--- src/rtl/uart_rx_ctrl_if.sv ---
// Signal bundle between the UART RX control stage and its edge/bit counters,
// line input, config bits and the downstream byte sink.
interface uart_rx_ctrl_if #(
    parameter int PRESCALE_WD = 6,
    parameter int BIT_CNT_WD  = 4,
    parameter int DATA_WD     = 8
);
    logic                   RX_IN;
    logic                   PAR_EN;
    logic                   PAR_TYP;
    logic [PRESCALE_WD-1:0] prescale;
    logic [PRESCALE_WD-1:0] edge_count;
    logic [BIT_CNT_WD-1:0]  bit_count;
    logic                   edge_count_done;
    logic                   edge_cnt_en;
    logic                   bit_cnt_en;
    logic [DATA_WD-1:0]     P_DATA;
    logic                   data_valid;
    logic                   par_err;
    logic                   stp_err;
    logic                   strt_glitch;

    modport master (
        input  RX_IN, PAR_EN, PAR_TYP, prescale, edge_count, bit_count, edge_count_done,
        output edge_cnt_en, bit_cnt_en, P_DATA, data_valid, par_err, stp_err, strt_glitch
    );

    modport slave (
        output RX_IN, PAR_EN, PAR_TYP, prescale, edge_count, bit_count, edge_count_done,
        input  edge_cnt_en, bit_cnt_en, P_DATA, data_valid, par_err, stp_err, strt_glitch
    );
endinterface

--- src/rtl/uart_rx_ctrl.sv ---
// UART RX control: frame FSM, 3-point majority sampler, LSB-first deserializer,
// parity/stop checking, and registered one-cycle result pulses.
module uart_rx_ctrl #(
    parameter int PRESCALE_WD = 6,
    parameter int BIT_CNT_WD  = 4,
    parameter int DATA_WD     = 8
) (
    input  logic           CLK,
    input  logic           RST,
    uart_rx_ctrl_if.master bus
);
    typedef enum logic [2:0] {IDLE, START, DATA, PARITY, STOP} state_t;

    state_t               state, state_nxt;
    logic [PRESCALE_WD-1:0] half;
    logic [2:0]           smp;
    logic                 sampled;
    logic                 latch_cfg, shift_en, par_chk, stop_chk, glitch;
    logic                 par_en_l, par_typ_l, par_mis;
    logic [DATA_WD-1:0]   shreg, pdata_q;
    logic                 dv_q, perr_q, serr_q, glitch_q;

    assign half    = bus.prescale >> 1;
    assign sampled = (smp[0] & smp[1]) | (smp[0] & smp[2]) | (smp[1] & smp[2]);

    // Samples at P/2-1, P/2, P/2+1; the vote is stable from P/2+2 onwards.
    always_ff @(posedge CLK or posedge RST) begin
        if (RST) begin
            smp <= '0;
        end else begin
            for (int i = 0; i < 3; i++)
                if (bus.edge_count == half + PRESCALE_WD'(i) - PRESCALE_WD'(1))
                    smp[i] <= bus.RX_IN;
        end
    end

    always_ff @(posedge CLK or posedge RST) begin
        if (RST) state <= IDLE;
        else     state <= state_nxt;
    end

    always_comb begin
        state_nxt = state;
        latch_cfg = 1'b0;
        shift_en  = 1'b0;
        par_chk   = 1'b0;
        stop_chk  = 1'b0;
        glitch    = 1'b0;
        case (state)
            IDLE: if (!bus.RX_IN) begin
                state_nxt = START;
                latch_cfg = 1'b1;
            end
            START: if (bus.edge_count_done) begin
                if (sampled) begin
                    glitch    = 1'b1;
                    state_nxt = IDLE;
                end else begin
                    state_nxt = DATA;
                end
            end
            DATA: if (bus.edge_count_done) begin
                shift_en = 1'b1;
                if (bus.bit_count == BIT_CNT_WD'(DATA_WD))
                    state_nxt = par_en_l ? PARITY : STOP;
            end
            PARITY: if (bus.edge_count_done) begin
                par_chk   = 1'b1;
                state_nxt = STOP;
            end
            STOP: if (bus.edge_count_done) begin
                stop_chk  = 1'b1;
                state_nxt = IDLE;
            end
            default: state_nxt = IDLE;
        endcase
    end

    always_ff @(posedge CLK or posedge RST) begin
        if (RST) begin
            par_en_l  <= 1'b0;
            par_typ_l <= 1'b0;
            par_mis   <= 1'b0;
            shreg     <= '0;
            pdata_q   <= '0;
            dv_q      <= 1'b0;
            perr_q    <= 1'b0;
            serr_q    <= 1'b0;
            glitch_q  <= 1'b0;
        end else begin
            dv_q     <= 1'b0;
            perr_q   <= 1'b0;
            serr_q   <= 1'b0;
            glitch_q <= glitch;
            if (latch_cfg) begin
                par_en_l  <= bus.PAR_EN;
                par_typ_l <= bus.PAR_TYP;
                par_mis   <= 1'b0;
            end
            if (shift_en)
                shreg <= {sampled, shreg[DATA_WD-1:1]};
            if (par_chk)
                par_mis <= sampled != (^shreg ^ par_typ_l);
            // Parity mismatch only counts when parity was enabled for this frame.
            if (stop_chk) begin
                serr_q <= ~sampled;
                perr_q <= par_en_l & par_mis;
                if (sampled && !(par_en_l && par_mis)) begin
                    pdata_q <= shreg;
                    dv_q    <= 1'b1;
                end
            end
        end
    end

    assign bus.edge_cnt_en = (state != IDLE);
    assign bus.bit_cnt_en  = (state != IDLE);
    assign bus.P_DATA      = pdata_q;
    assign bus.data_valid  = dv_q;
    assign bus.par_err     = perr_q;
    assign bus.stp_err     = serr_q;
    assign bus.strt_glitch = glitch_q;
endmodule

--- src/flat_wrapper.sv ---
// flat-port wrapper written by rule: the top's interface ports become plain ports
module uart_rx_ctrl_flat 
#(
    parameter int PRESCALE_WD = 6,
    parameter int BIT_CNT_WD  = 4,
    parameter int DATA_WD     = 8
)
  (CLK, RST, bus_RX_IN, bus_PAR_EN, bus_PAR_TYP, bus_prescale, bus_edge_count, bus_bit_count, bus_edge_count_done, bus_edge_cnt_en, bus_bit_cnt_en, bus_P_DATA, bus_data_valid, bus_par_err, bus_stp_err, bus_strt_glitch);
  uart_rx_ctrl_if #(.PRESCALE_WD(PRESCALE_WD), .BIT_CNT_WD(BIT_CNT_WD), .DATA_WD(DATA_WD)) bus_i ();
  input  logic CLK;
  input  logic RST;
  input wire logic [$bits(bus_i.RX_IN)-1:0] bus_RX_IN;
  input wire logic [$bits(bus_i.PAR_EN)-1:0] bus_PAR_EN;
  input wire logic [$bits(bus_i.PAR_TYP)-1:0] bus_PAR_TYP;
  input wire logic [$bits(bus_i.prescale)-1:0] bus_prescale;
  input wire logic [$bits(bus_i.edge_count)-1:0] bus_edge_count;
  input wire logic [$bits(bus_i.bit_count)-1:0] bus_bit_count;
  input wire logic [$bits(bus_i.edge_count_done)-1:0] bus_edge_count_done;
  output wire logic [$bits(bus_i.edge_cnt_en)-1:0] bus_edge_cnt_en;
  output wire logic [$bits(bus_i.bit_cnt_en)-1:0] bus_bit_cnt_en;
  output wire logic [$bits(bus_i.P_DATA)-1:0] bus_P_DATA;
  output wire logic [$bits(bus_i.data_valid)-1:0] bus_data_valid;
  output wire logic [$bits(bus_i.par_err)-1:0] bus_par_err;
  output wire logic [$bits(bus_i.stp_err)-1:0] bus_stp_err;
  output wire logic [$bits(bus_i.strt_glitch)-1:0] bus_strt_glitch;
  assign bus_i.RX_IN = bus_RX_IN;
  assign bus_i.PAR_EN = bus_PAR_EN;
  assign bus_i.PAR_TYP = bus_PAR_TYP;
  assign bus_i.prescale = bus_prescale;
  assign bus_i.edge_count = bus_edge_count;
  assign bus_i.bit_count = bus_bit_count;
  assign bus_i.edge_count_done = bus_edge_count_done;
  assign bus_edge_cnt_en = bus_i.edge_cnt_en;
  assign bus_bit_cnt_en = bus_i.bit_cnt_en;
  assign bus_P_DATA = bus_i.P_DATA;
  assign bus_data_valid = bus_i.data_valid;
  assign bus_par_err = bus_i.par_err;
  assign bus_stp_err = bus_i.stp_err;
  assign bus_strt_glitch = bus_i.strt_glitch;
  uart_rx_ctrl #(.PRESCALE_WD(PRESCALE_WD), .BIT_CNT_WD(BIT_CNT_WD), .DATA_WD(DATA_WD)) u_core (.CLK(CLK), .RST(RST), .bus(bus_i));
endmodule
--- config.mk ---
export PLATFORM = sky130hd
export DESIGN_NAME = uart_rx_ctrl_flat
export DESIGN_NICKNAME = d
export VERILOG_FILES = /design/src/rtl/uart_rx_ctrl_if.sv /design/src/rtl/uart_rx_ctrl.sv /design/src/flat_wrapper.sv
export SDC_FILE = /design/constraint.sdc
export NUM_CORES = 1
export LEC_CHECK = 0
export CAP_MARGIN = 10
export CORE_MARGIN = 2
export CORE_UTILIZATION = 44
export DETAILED_ROUTE_END_ITERATION = 8
export PLACE_DENSITY = 0.86
export SYNTH_ARGS = -nofsm -noshare
export SYNTH_HDL_FRONTEND = slang
export SYNTH_SLANG_ARGS = --single-unit
--- constraint.sdc ---
create_clock -name CLK -period 1.65 [get_ports CLK]
set_clock_uncertainty 0.2 [all_clocks]
set_input_delay 0.495 -clock CLK [delete_from_list [all_inputs] [get_ports CLK]]
set_output_delay 0.495 -clock CLK [all_outputs]
set_load 0.05 [all_outputs]
==> results.sh, run 1 <==
export IMPL_num_fill_cells=197
export IMPL_area_growth_pct=69.1
export IMPL_maxSlewHeadroom_pct=78.8
export IMPL_endpoint_kind="primary output"
export IMPL_rows=21
export IMPL_wl_per_cell_um=19.2
export IMPL_drive_gt1_share_pct=57.7
export IMPL_netlist_area_sq_mm=0.00156
export IMPL_worst_pin_slew_ps=319
export IMPL_initial_utilization_pct=46.2
export IMPL_pin_count=36
export IMPL_via_per_inst=5.67
export IMPL_fp_dieArea_sq_mm=0.00403
export IMPL_power_leakage_nw=1.22
export IMPL_fin_area_sq_mm=0.00263
export IMPL_hpwl_um=2760
export IMPL_grt_pass1_wl_um=7110
export IMPL_synthMuxAreaShare_pct=16.2
export IMPL_drc=0
export IMPL_netlist_instances=139
export IMPL_die_w_um=63.5
export IMPL_place_area_sq_mm=0.00229
export IMPL_total_power_mw=3.37
export IMPL_r2r_setup_slack_ps=-130
export IMPL_syn_num_nets=163
export IMPL_drt_iter0_drc=73
export IMPL_violations="setup timing"
export IMPL_synth_async_reset_ratio_pct=100
export IMPL_fin_crit_ps=1990
export IMPL_worst_path_max_fanout=2
export IMPL_clock_latency_ps=340
export IMPL_h_tree_depth=2
export IMPL_tns_ps=-1720
export IMPL_synth_top_family_by_area="multiplexers"
export IMPL_grt_use_total_pct=23.6
export IMPL_fin_ws_ps=-337
export IMPL_nNetsFinal=232
export IMPL_hold_path_class="in2async"
export IMPL_fin_hold_ws_ps=268
export IMPL_synth_xor_area_share_pct=11.3
export IMPL_diodes=0
export IMPL_status="finished, violations left"
export IMPL_fmax_ghz=0.503
export IMPL_synth_most_common_cell="dfrtp_1"
export IMPL_synth_compound_area_share_pct=6.11
export IMPL_powerDensity_mw_per_mm2=1280
export IMPL_ys_ff_latch=29
export IMPL_vias=1441
export IMPL_portBuffers=34
export IMPL_root_buffer="clkbuf_4"
export IMPL_drv_cap=0
export IMPL_start_kind="flop"
export IMPL_post_place_ws_ps=-1070
export IMPL_cts_num_sinks=29
export IMPL_synth_distinct_cells=39
export IMPL_synth_edff_count=0
export IMPL_cts_buffer_depth=2
export IMPL_die_h_um=63.5
export IMPL_synth_ff_type="dfrtp_1"
export IMPL_firstDrtPassIters=4
export IMPL_multi_input_comb_area_sq_mm=0.00102
export IMPL_cts_inserted_buffers=5
export IMPL_synth_fa_ha_area_share_pct=2.25
export IMPL_worstPathArrival_ps=1290
export IMPL_rsz0062_at_grt="true"
export IMPL_grt_max_degree=30
export IMPL_synthTopCellsByArea="dfrtp_1 (47%), mux2_2 (15%), xnor2_1 (7.9%)"
export IMPL_hold_viol=0
export IMPL_ff_latch_area_sq_um=727
export IMPL_required_ps=950
export IMPL_synth_top_area_share_pct=46.7
export IMPL_drt_total_wl_um=4870
export IMPL_antenna_found_initial=0
export IMPL_ir_drop_mv=0.797
export IMPL_synth_simple_area_share_pct=14.1
export IMPL_fin_crit_sh_pct=120
export IMPL_gp_congestion=0.847
export IMPL_synthTopCellsByCount="dfrtp_1 (29), mux2_2 (21), xnor2_1 (14), nor2_1 (10), nand2_1 (7)"
export IMPL_cts_tree="done"
export IMPL_globalRoute_totalOverflow=0
export IMPL_ant_nets=0
export IMPL_grt_pass1_vias=1465
export IMPL_criticalPathCategory="reg2out"
export IMPL_synth_top_cell_by_area="dfrtp_1"
export IMPL_core_sq_mm=0.00336
export IMPL_setup_viol=23
export IMPL_cts_clk_slew_worst_paths_ps=100
export IMPL_final_max_slew_violation_count=0
export IMPL_postSynthAreaPerCell_sq_um=11.2
export IMPL_ys_seq_area_share_pct=46.7
export IMPL_ys_warn_count=0
[state kept, by name, summed over array words and instances (netlist names)]
| name | flops |
|---|---|
| u_core.par_mis | 1 |
| u_core.shreg | 8 |
| u_core.bus.stp_err | 1 |
| u_core.bus.par_err | 1 |
| u_core.bus.data_valid | 1 |
| u_core.smp | 3 |
| u_core.bus.strt_glitch | 1 |
| u_core.par_typ_l | 1 |
| u_core.bus.P_DATA | 8 |
| u_core.state | 3 |
| u_core.par_en_l | 1 |
[cell usage in the layout, fill, tap and decap left out, drive strengths merged, types with 2 or more instances in the layout]
| master | netlist | final |
|---|---|---|
| nor3 | 6 | 6 |
| nor2 | 11 | 11 |
| a21oi | 2 | 2 |
| clkbuf | 2 | 7 |
| o21ai | 5 | 5 |
| and3 | 2 | 2 |
| nand2 | 7 | 8 |
| dfrtp | 29 | 29 |
| inv | 6 | 6 |
| mux2 | 22 | 22 |
| dlygate4sd2 | 0 | 5 |
| or4 | 2 | 2 |
| nand3 | 3 | 3 |
| xnor2 | 14 | 14 |
| clkdlybuf4s15 | 0 | 2 |
| clkdlybuf4s50 | 0 | 4 |
| buf | 3 | 55 |
| ha | 2 | 2 |
| xor2 | 6 | 6 |
[power breakdown]
group,leakage (nW),total [mW],switching [mW],internal [mW]
Clock,0.0314,0.448,0.248,0.201
Sequential,0.390,1.08,0.202,0.877
Combinational,0.802,1.84,0.884,0.954
Total,1.22,3.37,1.33,2.03
[worst max-delay path: stages, from the launching register on]
cell	delay [ps]
dfrtp_1	410
or3_4	380
buf_6	160
[stage by stage]
step	std cells	utilization, %
floorplan	139	-
global placement	239	68.1
detailed placement	239	68.1
CTS	251	74.9
global route	254	78.2
finish	254	78.2
[kinds of logic (layout without fill, tap and decap cells)]
group	count (synthesis)	count (layout)
adder cells (fa/ha/maj)	3	3
multiplexers	22	22
flip-flops	29	29
AND/OR/NAND/NOR	40	41
buffers and inverters	11	79
AO/OA/AOI/OAI	14	14
XOR/XNOR	20	20
[routing by layer]
metal / part of all wire, % / global-route usage (%) / routed length (um)
met4: 6.2 / 12.2 / 301
met1: 36 / 27.3 / 1760
met2: 52 / 39.9 / 2540
met5: 0 / 0 / 0
met3: 5.6 / 6.25 / 275
[timing repair]
action	CTS	global route
hold endpoints to repair	0	0
gates cloned	1	0
setup buffers	5	3
hold buffers	0	0
setup endpoints to repair	27	27
pin swaps	22	10
gates resized for setup	83	22
[area by class of cell]
type	instances	share of cell area, %
multi-input combinational	100	38.8
inverter	6	1.05
tap	46	2.19
clock buffer	7	2.09
timing repair buffer	66	28.3
sequential	29	27.6
[path summary, 6_finish.rpt]
kind	startpoint	to	depth (start not counted)
worst max-delay path	u_core.state[0]	bus_bit_cnt_en	2
worst min-delay path	RST	u_core.bus.data_valid	3
worst max register to register	u_core.state[0]	u_core.par_typ_l	5
worst min register to register	u_core.smp[0]	u_core.smp[0]	1
max in group asynchronous	RST	u_core.bus.P_DATA[6]	3
min in group CLK	u_core.smp[0]	u_core.smp[0]	1
(Power assumes the default switching activity.)
==> run 2, diff against run 1 <==
- clock period: 1.65 -> 1.74 ns (I/O delays scaled with it)
==> run 2 against run 1 <==
Net effect:
- the flow still finishes with violations (setup timing)
- sequential power decreased by 8%
- sequential share of layout area up 0.22 points
- total power is 15% lower
- combinational power decreased by 19%
- die area unchanged
- hold slack gained 39 ps
- wire length is 18% lower
- clock power shrank 13%
- global-route usage shrank 3.1 points
==> results.sh, run 2 (synthesis results as in run 1) <==
export IMPL_status="finished, violations left"
export IMPL_violations="setup timing"
export IMPL_postCtsHoldBufs=0
export IMPL_fp_dieArea_sq_mm=0.00403
export IMPL_die_w_um=63.5
export IMPL_maxSlewHeadroom_pct=82.1
export IMPL_cts_tree="done"
export IMPL_hold_viol=0
export IMPL_cts_num_sinks=29
export IMPL_cts_inserted_buffers=5
export IMPL_grt_use_total_pct=20.4
export IMPL_cts_clk_slew_worst_paths_ps=90
export IMPL_fin_crit_sh_pct=116
export IMPL_h_tree_depth=2
export IMPL_firstDrtPassIters=4
export IMPL_globalRoute_totalOverflow=0
export IMPL_gp_congestion=0.901
export IMPL_final_max_slew_violation_count=0
export IMPL_worst_path_largest_cell_delay_ps=400
export IMPL_rows=21
export IMPL_antenna_found_initial=0
export IMPL_post_place_ws_ps=-1010
export IMPL_rr_worst_depth=7
export IMPL_wl_per_cell_um=15.8
export IMPL_crit_slowest_cell="dfrtp_1"
export IMPL_grt_pass1_wl_um=6240
export IMPL_crit_chain="or3_4 > buf_8"
export IMPL_hold_path_class="in2async"
export IMPL_worst_pin_slew_ps=268
export IMPL_via_per_inst=5.23
export IMPL_required_ps=1020
export IMPL_worstPathArrival_ps=1300
export IMPL_initial_utilization_pct=46.2
export IMPL_hpwl_um=2770
export IMPL_fin_cells=254
export IMPL_diodes=0
export IMPL_final_cell_mix="dfrtp_1 (29), buf_4 (26), mux2_2 (19)"
export IMPL_ant_nets=0
export IMPL_total_power_mw=2.87
export IMPL_drt_iter0_drc=71
export IMPL_post_route_util_pct=77.5
export IMPL_fin_area_sq_mm=0.00261
export IMPL_r2r_start="u_core.state[1]"
export IMPL_setup_viol=4
export IMPL_fin_ws_ps=-287
export IMPL_vias=1329
export IMPL_root_buffer="clkbuf_4"
export IMPL_fin_hold_ws_ps=306
export IMPL_core_sq_mm=0.00336
export IMPL_place_inst=241
export IMPL_drc=0
export IMPL_grt_pass1_vias=1365
export IMPL_clock_latency_ps=340
export IMPL_area_growth_pct=67.5
export IMPL_criticalPathCategory="reg2out"
export IMPL_drive_gt1_share_pct=57.7
export IMPL_die_h_um=63.5
export IMPL_powerDensity_mw_per_mm2=1100
export IMPL_endpoint_kind="primary output"
export IMPL_r2r_setup_slack_ps=20
export IMPL_portBuffers=34
export IMPL_place_area_sq_mm=0.00228
export IMPL_r2r_end="u_core.bus.P_DATA[7]"
export IMPL_start_kind="flop"
export IMPL_cts_buffer_depth=2
export IMPL_tns_ps=-754
export IMPL_drt_total_wl_um=4000
export IMPL_worst_path_max_fanout=2
export IMPL_nNetsFinal=231
export IMPL_final_common_cell="dfrtp_1"
export IMPL_num_fill_cells=205
export IMPL_ir_drop_mv=0.558
export IMPL_power_leakage_nw=1.20
export IMPL_fmax_ghz=0.493
export IMPL_rsz0062_at_grt="true"
export IMPL_pin_count=36
export IMPL_drv_cap=0
export IMPL_fin_crit_ps=2030
export IMPL_grt_max_degree=30
## run 2: cell types whose count changed in the layout (fill, tap and decap cells not counted), sizes merged
cell	delta
buf	-5
clkinv	+2
dlymetal6s2s	+2
clkbuf	+1
clkdlybuf4s15	+1
nand2	-1
## run 2: repair_timing
| action | in CTS | in global routing |
|---|---|---|
| pin swaps | 18 | 19 |
| cloned | 0 | 1 |
| buffers inserted | 2 | 3 |
| setup endpoints to repair | 26 | 25 |
| gates resized for setup | 58 | 38 |
## run 2: worst max-delay path by stage
stage          slack (ps)         endpoint       startpoint  cells past startpoint
2_1_floorplan        -340    u_core.smp[0]  bus_prescale[3]                      6
3_3_place_gp         -930    u_core.smp[2]  bus_prescale[1]                      7
3_5_place_dp        -1010    u_core.smp[0]  bus_prescale[1]                      7
4_1_cts              -280  bus_edge_cnt_en  u_core.state[0]                      2
5_1_grt              -330   bus_bit_cnt_en  u_core.state[0]                      2
6_report             -290   bus_bit_cnt_en  u_core.state[1]                      2
## run 2: critical path: cells and delay by family, from the launching register on
family                 cells  cell delay, ps
DFF                        1             400
and+or+nand+nor            1             400
buffers and inverters      1             160
## run 2: metal layers
metal  global-route usage [%]  vias to the layer above  routed length, um
met5                        0                        -                  0
met4                     9.24                        0                130
met3                     6.79                       17                198
met2                     34.3                       48               2070
met1                     23.5                      634               1600
li1                         -                      630                  -
## run 2: layout make-up
cell class              instances  area (sq um)  area share, %
clock inverters                 2          10.0          0.384
well taps                      46          57.6           2.21
repair buffers                 66           737           28.3
flip-flops and latches         29           726           27.9
multi-input cells              99          1010           38.8
inverters                       6          22.5          0.865
clock buffers                   6          41.3           1.59
## run 2: report_power, final
part           total [mW]  switching, mW  internal, mW
combinational        1.49          0.703         0.785
clock               0.388          0.235         0.153
sequential          0.994          0.163         0.832
